$ cat src/rtl/hazard_pkg.sv
// Shared types and constants for the hazard controller and its MD busy tracker.
// Holds the MD sequencer states, MD start encodings, the "source unused" Tuse code and default latencies.
package hazard_pkg;

  typedef enum logic [1:0] {
    IDLE = 2'd0,
    MULT = 2'd1,
    DIV  = 2'd2
  } md_state_e;

  localparam logic [2:0] MD_NONE  = 3'd0;
  localparam logic [2:0] MD_MULT  = 3'd1;
  localparam logic [2:0] MD_MULTU = 3'd2;
  localparam logic [2:0] MD_DIV   = 3'd3;
  localparam logic [2:0] MD_DIVU  = 3'd4;

  localparam logic [1:0] TUSE_NONE = 2'd3;

  localparam int MULT_CYCLES_DEF = 5;
  localparam int DIV_CYCLES_DEF  = 10;

  function automatic logic is_mult_op(input logic [2:0] op);
    return (op == MD_MULT) || (op == MD_MULTU);
  endfunction

  function automatic logic is_div_op(input logic [2:0] op);
    return (op == MD_DIV) || (op == MD_DIVU);
  endfunction

endpackage

$ cat src/rtl/md_busy_tracker.sv
// MD-unit busy sequencer: a start seen in IDLE keeps md_busy high for MULT_CYCLES or DIV_CYCLES cycles.
// md_busy is registered, rising one edge after the start; starts seen while busy or with illegal codes are dropped.
module md_busy_tracker
  import hazard_pkg::*;
#(
  parameter int MULT_CYCLES = MULT_CYCLES_DEF,
  parameter int DIV_CYCLES  = DIV_CYCLES_DEF
) (
  input  logic       clk,
  input  logic       rst_n,
  input  logic [2:0] md_start,
  output logic       md_busy
);

  localparam int CW = (DIV_CYCLES > 1) ? $clog2(DIV_CYCLES) : 1;

  md_state_e         r_state;
  md_state_e         w_state_nxt;
  logic [CW-1:0]     r_cnt;
  logic [CW-1:0]     w_cnt_nxt;

  always_ff @(posedge clk or negedge rst_n) begin
    if (!rst_n) begin
      r_state <= IDLE;
      r_cnt   <= '0;
    end else begin
      r_state <= w_state_nxt;
      r_cnt   <= w_cnt_nxt;
    end
  end

  always_comb begin
    w_state_nxt = r_state;
    w_cnt_nxt   = r_cnt;
    case (r_state)
      IDLE: begin
        if (is_mult_op(md_start)) begin
          w_state_nxt = MULT;
          w_cnt_nxt   = CW'(MULT_CYCLES - 1);
        end else if (is_div_op(md_start)) begin
          w_state_nxt = DIV;
          w_cnt_nxt   = CW'(DIV_CYCLES - 1);
        end
      end
      MULT, DIV: begin
        // a committed operation always runs to completion, flushes included
        if (r_cnt == '0) begin
          w_state_nxt = IDLE;
        end else begin
          w_cnt_nxt = r_cnt - 1'b1;
        end
      end
      default: begin
        w_state_nxt = IDLE;
        w_cnt_nxt   = '0;
      end
    endcase
  end

  assign md_busy = (r_state != IDLE);

endmodule

$ cat src/rtl/hazard_ctrl.sv
// Pipeline hazard controller: combinational pause from Tuse/Tnew dependencies and MD busy, plus flush-gated md_start.
// Zero latency on pause/md_start; a flush overrides any stall. HAZARD_STAT_EN adds the saturating stall_count port.
module hazard_ctrl
  import hazard_pkg::*;
#(
  parameter int MULT_CYCLES = MULT_CYCLES_DEF,
  parameter int DIV_CYCLES  = DIV_CYCLES_DEF
) (
  input  logic        clk,
  input  logic        reset,
  input  logic [4:0]  D_rs,
  input  logic [4:0]  D_rt,
  input  logic [1:0]  D_Tuse_rs,
  input  logic [1:0]  D_Tuse_rt,
  input  logic        D_md_op,
  input  logic [4:0]  E_A3,
  input  logic [4:0]  M_A3,
  input  logic        E_RegWrite,
  input  logic        M_RegWrite,
  input  logic [1:0]  E_T_new,
  input  logic [1:0]  M_T_new,
  input  logic [2:0]  E_start,
  input  logic        IntReq,
  input  logic        EXLClr,
  output logic        pause,
  output logic [2:0]  md_start,
  output logic        md_busy
`ifdef HAZARD_STAT_EN
  ,
  output logic [31:0] stall_count
`endif
);

  logic w_flush;
  logic w_stall_reg;
  logic w_stall_md;
  logic w_pause;

  function automatic logic dep_hit(input logic [4:0] src, input logic [1:0] tuse,
                                   input logic we, input logic [4:0] a3, input logic [1:0] tnew);
    return we && (a3 != 5'd0) && (a3 == src) && (tuse != TUSE_NONE) && (tuse < tnew);
  endfunction

  assign w_flush     = IntReq || EXLClr;
  assign md_start    = w_flush ? MD_NONE : E_start;

  assign w_stall_reg = dep_hit(D_rs, D_Tuse_rs, E_RegWrite, E_A3, E_T_new) ||
                       dep_hit(D_rs, D_Tuse_rs, M_RegWrite, M_A3, M_T_new) ||
                       dep_hit(D_rt, D_Tuse_rt, E_RegWrite, E_A3, E_T_new) ||
                       dep_hit(D_rt, D_Tuse_rt, M_RegWrite, M_A3, M_T_new);

  assign w_stall_md  = D_md_op && (md_busy || (md_start != MD_NONE));
  assign w_pause     = (w_stall_reg || w_stall_md) && !w_flush;
  assign pause       = w_pause;

  md_busy_tracker #(
    .MULT_CYCLES (MULT_CYCLES),
    .DIV_CYCLES  (DIV_CYCLES)
  ) u_md_busy_tracker (
    .clk      (clk),
    .rst_n    (reset),
    .md_start (md_start),
    .md_busy  (md_busy)
  );

`ifdef HAZARD_STAT_EN
  logic [31:0] r_stall_count;

  always_ff @(posedge clk or negedge reset) begin
    if (!reset) begin
      r_stall_count <= '0;
    end else if (w_pause && (r_stall_count != 32'hFFFF_FFFF)) begin
      r_stall_count <= r_stall_count + 32'd1;
    end
  end

  assign stall_count = r_stall_count;
`endif

endmodule

$ cat config.mk
export PLATFORM = sky130hd
export DESIGN_NAME = hazard_ctrl
export DESIGN_NICKNAME = d
export VERILOG_FILES = /design/src/rtl/hazard_pkg.sv /design/src/rtl/md_busy_tracker.sv /design/src/rtl/hazard_ctrl.sv
export SDC_FILE = /design/constraint.sdc
export NUM_CORES = 1
export LEC_CHECK = 0
export CAP_MARGIN = 25
export CORE_MARGIN = 4
export CORE_UTILIZATION = 55
export CTS_BUF_LIST = sky130_fd_sc_hd__clkbuf_4
export DETAILED_ROUTE_END_ITERATION = 12
export DONT_BUFFER_PORTS = 1
export GPL_ROUTABILITY_DRIVEN = 0
export PLACE_DENSITY_LB_ADDON = 0.25
export RECOVER_POWER = 100
export SYNTH_ARGS = -nofsm -noshare
export SYNTH_HDL_FRONTEND = slang
export SYNTH_SLANG_ARGS = --single-unit
export TNS_END_PERCENT = 5
$ cat constraint.sdc
create_clock -name clk -period 5.55 [get_ports clk]
set_clock_uncertainty 0.05 [all_clocks]
set_input_delay 1.11 -clock clk [delete_from_list [all_inputs] [get_ports clk]]
set_output_delay 1.11 -clock clk [all_outputs]
set_load 0.01 [all_outputs]
==> metrics <==
synth unique cells 32; worst skew pair latency 240 ps; Main synth FF type dfrtp_1; Fin Setup TNS 0 ps; DIE AREA 2190 um^2; register area share after synthesis 0.181; vias in the first global route 713; Ys Warns 0; reg2reg path depth 6; flops & latches, synth 6; Post-synth EDFFs 0; Reg area 150 um^2; Site Rows 13; Clk Tree Root Cell clkbuf_4; worst relative slew slack 0.504; Synth area leaders dfrtp_1 18%, xnor2_1 13%, ha_1 11%; Die Height 46.8 um; final core utilization 0.633; startpoint types primary input; max-cap violations 0; Async SR Flop Fraction 1.00; unrepaired setup endpoints after global routing no; post-CTS resize count 0; # DRC 0; Max VDD drop 0.278 mV; Mean Syn Cell Area 8.12 um^2; Post-Synthesis Net Count 147; Crit Path Class primary input to output pin; routed vias/inst 6.28; CORE AREA 1370 um^2; Min-Delay Path Depth 2; Synth area leader dfrtp_1; power per cell area 314 nW/um^2; critical path data required time 4390 ps; Final Power 271 uW; fin worst setup slack 2010 ps; Total GRT Usage 0.189; Max Freq 283 MHz; Fill cells 134; layout cells sized above 1 0.0762; DRT iter0 DRCs 40; Area growth syn-to-layout 4.38%; maximum fanout along the worst path 2; clock sink count 6; post-CTS setup buffer count 0; largest net degree at the start of global routing 10; vias after detailed routing 753; length of the first detailed-routing pass in iterations 4; Yosys top cell area share 0.181; Final Hold Viols 0; CTS clk-pin slew, worst paths 50 ps; area of the mapped netlist 828 um^2; Slew Limit Fails 0; standby leakage power 0.000346 uW; crit path capture type output pin; Worst-Margin Slew 738 ps; nets 152; # diodes 0; wire per inst 15.8 um; final wirelength 1890 um; status complete, no violations; Placement Setup Slack 2030 ps; total gr overflow 0; Critical Path AT 2380 ps; CTS tree built; Post-DP HPWL 1670 um; final worst-path cycle share 0.637; Synth Instances 102; Setup-failing EPs final 0; clock buffer depth 2; # IOs 43; H-tree depth 1; Die W 46.8 um; initial antenna violation count 0; port bufs 0; first-pass GRT wire length 2960 um; Antenna Nets Post-Route 0; Min-Delay Path Class flip-flop to flip-flop; Initial Utilization 0.606; footprint of the multi-input gates 632 um^2; Final Critical Period 3540 ps; CTS Hold Buffers Added 0; cts bufs inserted 3
==> registers in the layout, indices dropped and copies added, names as in the netlist <==
signal	count
u_md_busy_tracker.r_cnt	4
u_md_busy_tracker.r_state	2
==> Yosys cell counts, types with 2 or more instances <==
cell and n:
nor2_1 2, xor2_1 9, o31ai_1 3, nand2_1 6
inv_1 11, ha_1 7, a22o_1 2, dfrtp_1 6
and2_1 3, nand4_1 4, o21ai_0 10, o21ai_1 3
nor4_1 2, or4_1 3, xnor2_1 12, nand2b_1 3
==> layout make-up <==
type,instances,area share
multi-input cells,85,0.731
well taps,15,0.0217
inverters,11,0.0478
clock buffers,3,0.0260
flip-flops and latches,6,0.174
==> final timing paths <==
path | from | to | slack (ps)
max | E_T_new[1] | pause | 2010
min | u_md_busy_tracker.r_state[1] | u_md_busy_tracker.r_state[1] | 470
max reg2reg | u_md_busy_tracker.r_state[0] | u_md_busy_tracker.r_cnt[2] | 3600
min reg2reg | u_md_busy_tracker.r_state[1] | u_md_busy_tracker.r_state[1] | 470
max in group asynchronous | reset | u_md_busy_tracker.r_cnt[2] | 4860
min in group asynchronous | reset | u_md_busy_tracker.r_cnt[3] | 510
==> power breakdown <==
group / switching (uW) / internal (uW) / total (uW) / leakage [uW]
Combinational: 87.4 / 66.1 / 154 / 0.000256
Sequential: 15.6 / 62.9 / 78.4 / 0.0000759
Clock: 14.9 / 24.4 / 39.3 / 0.0000138
==> placed cells by master (no fill, tap or decap), types with 2 or more instances in the layout <==
cell       n
ha_1       7
nand2_1    6
and2_0     3
dfrtp_1    6
nor4_1     2
a22o_1     2
xor2_1     9
nand4_1    4
nor2_1     2
o31ai_1    4
nand2b_1   3
xnor2_1   12
inv_1     11
or4_1      3
o21ai_1    2
o21ai_0   11
clkbuf_4   3
==> per-layer routing <==
metal  vias to the layer above  part of all wire  global-route usage  wire length (um)
met3                         0             0.084              0.0613               159
met2                        29              0.47               0.295               883
met4                         0                 0              0.0387                 0
li1                        377                 -                   -                 -
met1                       347              0.45               0.257               847
met5                         -                 0                   0                 0
==> per-stage QoR <==
step	instances	hold WS [ps]	area, um^2
2_1_floorplan	102	424	828
3_3_place_gp	117	446	847
4_1_cts	120	468	870
3_5_place_dp	117	457	847
6_report	120	465	865
5_1_grt	120	488	865
==> logic make-up (layout without fill, tap and decap cells) <==
group,after synthesis,after routing,synth area share
and+or+nand+nor,29,29,0.213
AOI/OAI and AO/OA,28,28,0.228
xor gates and xnor gates,21,21,0.222
buffers and inverters,11,14,0.0498
adders and majority gates,7,7,0.106
DFF,6,6,0.181
==> worst max-delay path, stage by stage <==
cell      delay, ps
inv_1            30
ha_1            280
o21ai_0         180
nand4_1         100
or4_1           410
o211ai_1        100
a31o_1          170
Note: power is estimated with default switching activity, not from simulation.
